## src/rtl/vitals_link_pkg.sv

```systemverilog
// Shared constants, FSM state types and shift-add helpers for the vitals UART link.
package vitals_link_pkg;

  localparam logic [7:0] CH_S     = 8'h53;
  localparam logic [7:0] CH_L     = 8'h4C;
  localparam logic [7:0] CH_COLON = 8'h3A;
  localparam logic [7:0] CH_LF    = 8'h0A;
  localparam logic [7:0] CH_ZERO  = 8'h30;

  localparam int TELEM_LEN  = 8;
  localparam int LEDCMD_LEN = 5;

  typedef enum logic [1:0] {RX_IDLE, RX_COLON, RX_DIG, RX_LF} rx_state_t;
  typedef enum logic       {TX_IDLE, TX_SEND}                  tx_state_t;

  function automatic logic [9:0] times10(input logic [9:0] x);
    return (x << 3) + (x << 1);
  endfunction

  function automatic logic is_digit(input logic [7:0] b);
    return (b >= CH_ZERO) && (b <= 8'h39);
  endfunction

endpackage

```

## src/rtl/vitals_frame_parser.sv

```systemverilog
// Telemetry frame parser: "S:" + 5 LSD-first digits + LF -> heart rate and SpO2,
// with an inter-byte timeout while a frame is in progress.
module vitals_frame_parser
  import vitals_link_pkg::*;
#(
  parameter int TIMEOUT_CYCLES = 1_000_000,
  parameter int HR_W           = 16
) (
  input  logic            clk,
  input  logic            rst_n,
  input  logic [7:0]      rx_byte,
  input  logic            rx_valid,
  output logic [HR_W-1:0] heart_rate,
  output logic [7:0]      spo2,
  output logic            frame_valid,
  output logic            frame_error
);

  localparam int              NUM_DIGITS = TELEM_LEN - 3;
  localparam logic [2:0]      DIG_LAST   = 3'(NUM_DIGITS - 1);
  localparam int              CNT_W      = (TIMEOUT_CYCLES > 1) ? $clog2(TIMEOUT_CYCLES) : 1;
  localparam logic [CNT_W-1:0] CNT_LAST  = CNT_W'((TIMEOUT_CYCLES > 0) ? TIMEOUT_CYCLES - 1 : 0);

  rx_state_t        state;
  logic [2:0]       dig_idx;
  logic [3:0]       digits [NUM_DIGITS];
  logic [CNT_W-1:0] idle_cnt;
  logic             timeout;
  rx_state_t        err_state;
  logic [9:0]       hr_new;
  logic [6:0]       spo2_new;

  // A byte arriving on the timeout cycle wins, so rx_valid masks the timeout.
  assign timeout = (TIMEOUT_CYCLES != 0) && (state != RX_IDLE) && !rx_valid
                   && (idle_cnt == CNT_LAST);

  assign hr_new   = times10(times10({6'd0, digits[2]}) + {6'd0, digits[1]}) + {6'd0, digits[0]};
  assign spo2_new = 7'(times10({6'd0, digits[4]}) + {6'd0, digits[3]});

  // NOTE: every always_comb output gets a default first so no path can infer a latch.
  always_comb begin
    err_state = RX_IDLE;
    if (rx_byte == CH_S) err_state = RX_COLON;
  end

  // NOTE: digit storage has no reset; it is only read after a complete frame has rewritten it.
  always_ff @(posedge clk) begin
    if (rx_valid && state == RX_DIG && is_digit(rx_byte)) digits[dig_idx] <= rx_byte[3:0];
  end

  // NOTE: sequential state uses non-blocking assignments so all registers update together.
  always_ff @(posedge clk or negedge rst_n) begin
    if (!rst_n) begin
      state       <= RX_IDLE;
      dig_idx     <= '0;
      idle_cnt    <= '0;
      heart_rate  <= '0;
      spo2        <= '0;
      frame_valid <= 1'b0;
      frame_error <= 1'b0;
    end else begin
      frame_valid <= 1'b0;
      frame_error <= 1'b0;
      if (rx_valid)              idle_cnt <= '0;
      else if (state != RX_IDLE) idle_cnt <= idle_cnt + CNT_W'(1);

      if (timeout) begin
        frame_error <= 1'b1;
        state       <= RX_IDLE;
        idle_cnt    <= '0;
      end else if (rx_valid) begin
        unique case (state)
          RX_IDLE: if (rx_byte == CH_S) state <= RX_COLON;
          RX_COLON:
            if (rx_byte == CH_COLON) begin
              state   <= RX_DIG;
              dig_idx <= '0;
            end else begin
              frame_error <= 1'b1;
              state       <= err_state;
            end
          RX_DIG:
            if (is_digit(rx_byte)) begin
              if (dig_idx == DIG_LAST) state <= RX_LF;
              else                     dig_idx <= dig_idx + 3'd1;
            end else begin
              frame_error <= 1'b1;
              state       <= err_state;
            end
          RX_LF:
            if (rx_byte == CH_LF) begin
              heart_rate  <= HR_W'(hr_new);
              spo2        <= {1'b0, spo2_new};
              frame_valid <= 1'b1;
              state       <= RX_IDLE;
            end else begin
              frame_error <= 1'b1;
              state       <= err_state;
            end
          default: state <= RX_IDLE;
        endcase
      end
    end
  end

endmodule

```

## src/rtl/vitals_link_host.sv

```systemverilog
// Host side of the vitals UART link: telemetry parser plus LED command frame encoder.
module vitals_link_host
  import vitals_link_pkg::*;
#(
  parameter int TIMEOUT_CYCLES = 1_000_000,
  parameter int HR_W           = 16
) (
  input  logic            clk,
  input  logic            rst_n,
  input  logic [7:0]      rx_byte,
  input  logic            rx_valid,
  output logic [HR_W-1:0] heart_rate,
  output logic [7:0]      spo2,
  output logic            frame_valid,
  output logic            frame_error,
  input  logic            cmd_valid,
  input  logic            cmd_led1,
  input  logic            cmd_led2,
  output logic            cmd_ready,
  output logic [7:0]      tx_byte,
  output logic            tx_valid,
  input  logic            tx_ready
);

  localparam logic [2:0] TX_LAST = 3'(LEDCMD_LEN - 1);

  vitals_frame_parser #(
    .TIMEOUT_CYCLES(TIMEOUT_CYCLES),
    .HR_W          (HR_W)
  ) u_parser (
    .clk        (clk),
    .rst_n      (rst_n),
    .rx_byte    (rx_byte),
    .rx_valid   (rx_valid),
    .heart_rate (heart_rate),
    .spo2       (spo2),
    .frame_valid(frame_valid),
    .frame_error(frame_error)
  );

  tx_state_t  tx_state;
  logic [2:0] tx_idx;
  logic       led1_q;
  logic       led2_q;

  function automatic logic [7:0] led_frame_byte(input logic [2:0] idx, input logic l1, input logic l2);
    case (idx)
      3'd0:    return CH_L;
      3'd1:    return CH_COLON;
      3'd2:    return CH_ZERO | {7'd0, l1};
      3'd3:    return CH_ZERO | {7'd0, l2};
      default: return CH_LF;
    endcase
  endfunction

  always_ff @(posedge clk or negedge rst_n) begin
    if (!rst_n) begin
      tx_state  <= TX_IDLE;
      tx_idx    <= '0;
      led1_q    <= 1'b0;
      led2_q    <= 1'b0;
      cmd_ready <= 1'b1;
      tx_byte   <= 8'h00;
      tx_valid  <= 1'b0;
    end else begin
      unique case (tx_state)
        TX_IDLE:
          if (cmd_valid && cmd_ready) begin
            led1_q    <= cmd_led1;
            led2_q    <= cmd_led2;
            cmd_ready <= 1'b0;
            tx_idx    <= '0;
            tx_byte   <= led_frame_byte(3'd0, cmd_led1, cmd_led2);
            tx_valid  <= 1'b1;
            tx_state  <= TX_SEND;
          end
        TX_SEND:
          // tx_byte only changes on a handshake, so it holds steady through stalls.
          if (tx_ready) begin
            if (tx_idx == TX_LAST) begin
              tx_valid  <= 1'b0;
              cmd_ready <= 1'b1;
              tx_state  <= TX_IDLE;
            end else begin
              tx_idx  <= tx_idx + 3'd1;
              tx_byte <= led_frame_byte(tx_idx + 3'd1, led1_q, led2_q);
            end
          end
        default: tx_state <= TX_IDLE;
      endcase
    end
  end

endmodule

```

## config.mk

```make
export PLATFORM = sky130hd
export DESIGN_NAME = vitals_link_host
export DESIGN_NICKNAME = d
export VERILOG_FILES = /design/src/rtl/vitals_link_pkg.sv /design/src/rtl/vitals_frame_parser.sv /design/src/rtl/vitals_link_host.sv
export SDC_FILE = /design/constraint.sdc
export NUM_CORES = 1
export LEC_CHECK = 0
export BUFFER_PORTS_ARGS = -buffer_cell sky130_fd_sc_hd__buf_2
export CAP_MARGIN = 0
export CORE_UTILIZATION = 60
export DETAILED_ROUTE_END_ITERATION = 16
export GPL_TIMING_DRIVEN = 0
export PLACE_DENSITY = 0.85
export SLEW_MARGIN = 30
export SYNTH_ARGS = -nofsm -noshare
export SYNTH_HDL_FRONTEND = slang
export SYNTH_SLANG_ARGS = --single-unit
```

## constraint.sdc

```tcl
create_clock -name clk -period 7.9 [get_ports clk]
set_input_delay 0.395 -clock clk [delete_from_list [all_inputs] [get_ports clk]]
set_output_delay 0.395 -clock clk [all_outputs]
set_load 0.02 [all_outputs]
```

# After elaboration in Yosys (flattened, before gate mapping)
# Memory sizes are Yosys's and may differ from the RTL's.
# Index checks and enable logic that the tools add are counted.
[totals] wordCells=117 mem_count=1 reg_bits=60 inputBits=15 ramBits=20
[op_classes] n_eq_ne=21 bitwise_logic=2 n_lt_le_gt_ge=2 n_mux=49 n_addsub=9 reduce_logical=19
[memory_table] memory="u_parser.digits" words=5 word_bits=4 read_ports=5 rd_ports_with_merged_regs=0 write_ports=1 line_no="vitals_frame_parser.sv:26" rtl="logic [3:0] digits [NUM_DIGITS];"
[ops] operator="20-bit 2-to-1 mux" n=3
[ops] operator="7-bit one-hot mux with 4 select lines" n=1
[ops] operator="8-bit 2-to-1 mux" n=3
[ops] operator="1-bit 2-to-1 mux" n=21
[ops] operator="20-bit by 1-bit adder with 20-bit output (second input constant)" n=1
[ops] operator="20-bit equality test (second input constant)" n=1
[ops] operator="3-bit 2-to-1 mux" n=6
[ops] operator="8-bit one-hot mux with 2 select lines" n=1
[ops] operator="2-bit 2-to-1 mux" n=7
[ops] operator="3-bit one-hot mux with 2 select lines" n=2
[ops] operator="10-bit adder" n=1
[ops] operator="10-bit by 4-bit adder with 10-bit output" n=1
[ops] operator="2-bit != test (second input constant)" n=5
[ops] operator="9-bit by 4-bit adder with 9-bit output" n=1
[ops] operator="3-bit AND reduction" n=3
[ops] operator="7-bit by 5-bit adder with 8-bit output" n=1
[ops] operator="8-bit by 4-bit equality test with 1-bit output (second input constant)" n=1
[ops] operator="8-bit by 6-bit equality test with 1-bit output (second input constant)" n=1
[ops] operator="8-bit by 7-bit equality test with 1-bit output (second input constant)" n=1
[ops] operator="8-bit by 6-bit >= comparator with 1-bit output (second input constant)" n=1
[ops] operator="8-bit by 6-bit <= comparator with 1-bit output (second input constant)" n=1
[ops] operator="2-bit one-hot mux with 4 select lines" n=1
[ops] operator="7-bit by 4-bit adder with 7-bit output" n=1
[ops] operator="7-bit by 5-bit adder with 7-bit output" n=1
[ops] operator="other kinds (21)" n=36

# Longest topological paths before layout
[depth] ltp_word=6 mapped_depth=14 depth_no_buf=14

# By module
# A second synthesis with hierarchy kept.
[hier_totals] hier_cells=379 hier_area_um2=4329.2
[modules_own_cells] mod="vitals_frame_parser" cells_each=318 seq_area_each_um2=1701.6 n_inst=1 area_each_um2=3658.5
[modules_own_cells] mod="vitals_link_host" cells_each=61 seq_area_each_um2=326.6 n_inst=1 area_each_um2=670.6

# Worst setup path before layout
# OpenSTA, ideal clock, no wires.
[synth_timing] kind="reg-to-reg" startpoint="memory u_parser.digits[2][2]" endpoint="register u_parser.heart_rate[9]" slack_ns=4.850 arrival_time_ns=2.973 path_stages_with_launch=13 period_less_slack_ns=3.050 required_ns=7.823 setup_time_ns=0.077 cell_sequence="edfxtp_1 ha_1 ha_1 and3_1 o211ai_1 xor2_1 ha_1 ha_1 o21ai_0 nor2_1 a21oi_1 xor3_1 a21oi_1"
[synth_rtl] item="start, declared" line_no="vitals_frame_parser.sv:26"
[synth_rtl] item="end signal, assigned" line_no="vitals_frame_parser.sv:92" rtl="heart_rate <= HR_W'(hr_new);"
[synth_rtl] item="end, declared" line_no="vitals_frame_parser.sv:13" rtl="output logic [HR_W-1:0] heart_rate,"

==> metrics.txt <==
vias per cell 5.573; first-pass GRT wire length 14,530 µm; Worst Hold Class in2async; Hold Fails Final Rpt 0; CTS buffer count 9; Switching Fraction 30.70%; sequential share of power 48.5%; P_sw 0.2929 mW; library cells used by synthesis 56; Hold Buf Count CTS 0; combinational fraction of design power 18.9%; ratio of cells with drive above 1 in the final layout 16.87%; VDD IR-drop max 100.2 µV; num ports 51; CP Launch Type flip-flop; internal power 0.6612 mW; routed wire length 8612 µm; total track usage 25.17%; crit-path leading delay family adder cells; Ys Warns 0; WL/cell 14.65 µm; final net count 543; # diodes 0; CTS tree done; routability cong. 0.8531; setup violators final 0; register area share after synthesis 46.29%; Crit. End Element flip-flop; largest net degree at the start of global routing 58; worst relative slew slack 38.42%; Final period util 42.38%; CP Buf/Inv Count 2; Detail Route Antenna Nets 0; Clock Skew 10.05 ps; FFs w/ async S/R, synth 74.03%; worst-path maximum fanout 3; total power 0.9541 mW; Crit path largest cell delay 520 ps; area leader, netlist dfrtp_1; synthesis-to-layout area growth 12.99%; Initial Util 63.44%; Post-Layout Cell Count 588; Residual DRC 0; die area 7648 µm²; initial antenna violation count 0; port bufs 42; via count 3,277; total core area 6907 µm²; FF+latch area 2028 µm²; CTS resizes 0; status completed; Final Max Tran Viols 0; crit path to u_parser.heart_rate[9]; synthesized area 4382 µm²; later-pin clock latency in the skew report 370 ps; Clk pwr share 32.6%; Leakage 2.327 nW; post-DP HPWL 6215 µm; Max-cap violations 0; f_max 298.7 MHz; Rows 30; synth top area cells dfrtp_1 32%, edfxtp_1 14%, ha_1 10%; Most used DFF post-synth dfrtp_1; number of global-route vias before repair 3,199; die outline width 87.46 µm; critical path's slowest cell fa_1; Syn Inst Count 427; depth of the CTS H-tree 3; GR Overflow Total 0; CTS clock-pin slew for the worst setup and hold paths 90 ps; Layout fillers 524; post-synth top area share 31.98%; Clock Path Buffers 2; number of clock sinks 77; RR Startpoint u_parser.digits[2][0]; # Post-CTS Setup Buffers 0; die height 87.46 µm; crit path from u_parser.digits[2][0]; worst reg-to-reg setup slack 4550 ps; final setup TNS 0 ps; pwr dens 192.7 nW/µm²; Worst Path Arrival 3640 ps; #FFs+latches synth 77; Mapped Avg Cell Area 10.26 µm²; Critical Path RT 8190 ps; WS Path Type reg2reg; RSZ-0062 raised after global routing no; Iteration-0 DRC Markers 162; Post-synth EDFFs 20; router iterations before antenna repair 6; root buf cell clkbuf_8; Slew @ Worst Pin 915.3 ps; critical path, cell by cell ha_1 -> fa_1 -> inv_1 -> fa_1 -> inv_1 -> ha_1 -> a211oi_1 -> o21ai_0 -> a21oi_1 -> xor3_1 -> a21oi_1; multi-input logic area 2193 µm²; Placed Cells 572; Worst R2R Path Depth 11; number of cells on the critical path 11; Worst R2R End u_parser.heart_rate[9]; Final min period 3348 ps
## cell usage after synthesis, types with 2 or more instances
master    number
nand3_1       12
o21ai_0       18
fa_1           6
a22oi_1        2
and4_1         2
and2_1         2
xnor2_1       15
nor4_4         2
nand3b_1       2
mux2_2         2
nor3_1        12
nand2b_1       4
nand2_1       62
a21oi_1       20
a31oi_1        2
a211oi_1       4
a21o_1        10
and3_1         4
inv_1         13
nor4_1         3
or3b_2         2
and4bb_2       2
clkbuf_1       7
xor2_1        15
dfrtp_1       56
a21boi_0       2
o31ai_1        4
edfxtp_1      20
or3_1          2
ha_1          35
nand4b_1       3
buf_4         10
buf_2          2
nor2b_1        2
nor2_1        42
nand4_1        6
## power groups by stage
stage / combinational, mW / clock [mW] / sequential [mW]
after CTS: 0.181 / 0.312 / 0.463
after global placement: 0.173 / 0 / 0.467
after global routing: 0.203 / 0.333 / 0.467
after detailed placement: 0.180 / 0 / 0.470
final: 0.181 / 0.311 / 0.462
after floorplan: 0.116 / 0 / 0.478
## cell usage in the layout, fill, tap and decap left out, drive strengths merged, types with 3 or more instances in the layout
master,instances
ha,35
a211oi,4
nand4b,3
nand2,62
nand3,12
buf,56
fa,6
nor2,42
inv,15
edfxtp,20
and3,4
o31ai,4
clkbuf,18
a21oi,20
clkinv,3
nor4,5
conb,8
dfrtp,56
nand4,6
a21o,10
nand2b,4
nor3,12
o21ai,18
xnor2,15
xor2,15
## cell families after synthesis
logic type      Yosys count  share of synthesized area, %
compound gates           72                         10.37
xor+xnor                 31                         6.539
fa+ha+maj                41                         12.74
buf+inv                  34                         4.255
flops                    77                         46.29
mux                       2                        0.5140
other cells               1                       0.08558
simple gates            169                         19.22
## stage by stage
stage / worst slack [ps] / hold WS (ps) / area (µm²) / util, %
after CTS: 4546 / 114.2 / 4951 / 71.68
after global placement: 4652 / 431.8 / 4738 / 68.61
after global routing: 4346 / 148.6 / 4951 / 71.68
final: 4552 / 80.93 / 4951 / 71.68
after detailed placement: 4586 / 450.7 / 4741 / 68.64
after floorplan: 4850 / 99.41 / 4408 / -
## area by class of cell
type	instances	share of cell area [%]
plain buffers	21	2.780
clock buffers	11	3.513
clock inverters	5	0.7329
inverters	13	0.9856
multi-input cells	323	44.30
flip-flops and latches	77	40.97
well taps	96	2.426
repair buffers	42	4.296
## flip-flops by register name, indices dropped and copies added (netlist names)
name / flops
cmd_ready: 1
led1_q: 1
led2_q: 1
tx_byte: 5
tx_idx: 3
tx_state: 1
tx_valid: 1
u_parser.dig_idx: 3
u_parser.digits: 20
u_parser.frame_error: 1
u_parser.frame_valid: 1
u_parser.heart_rate: 10
u_parser.idle_cnt: 20
u_parser.spo2: 7
u_parser.state: 2
## worst min-delay path by stage
stage,from,endpoint,slack (ps),cells after the start
after floorplan,rst_n,led1_q,100,0
after global placement,u_parser.digits[0][0],u_parser.heart_rate[0],430,2
after detailed placement,u_parser.heart_rate[3],u_parser.heart_rate[3],450,2
after CTS,rst_n,tx_byte[1],110,1
after global routing,rst_n,led1_q,150,1
final,rst_n,tx_byte[1],80,1
## layer usage
layer	vias to the layer above	part of all wire, %	GRT usage [%]	wire [µm]
met5	-	0	0	0
met4	0	1.6	11.18	142
met3	12	5.6	5.213	482
met2	103	49	41.69	4217
met1	1562	44	31.95	3770
li1	1600	-	-	-
Note: power is estimated with default switching activity, not from simulation.
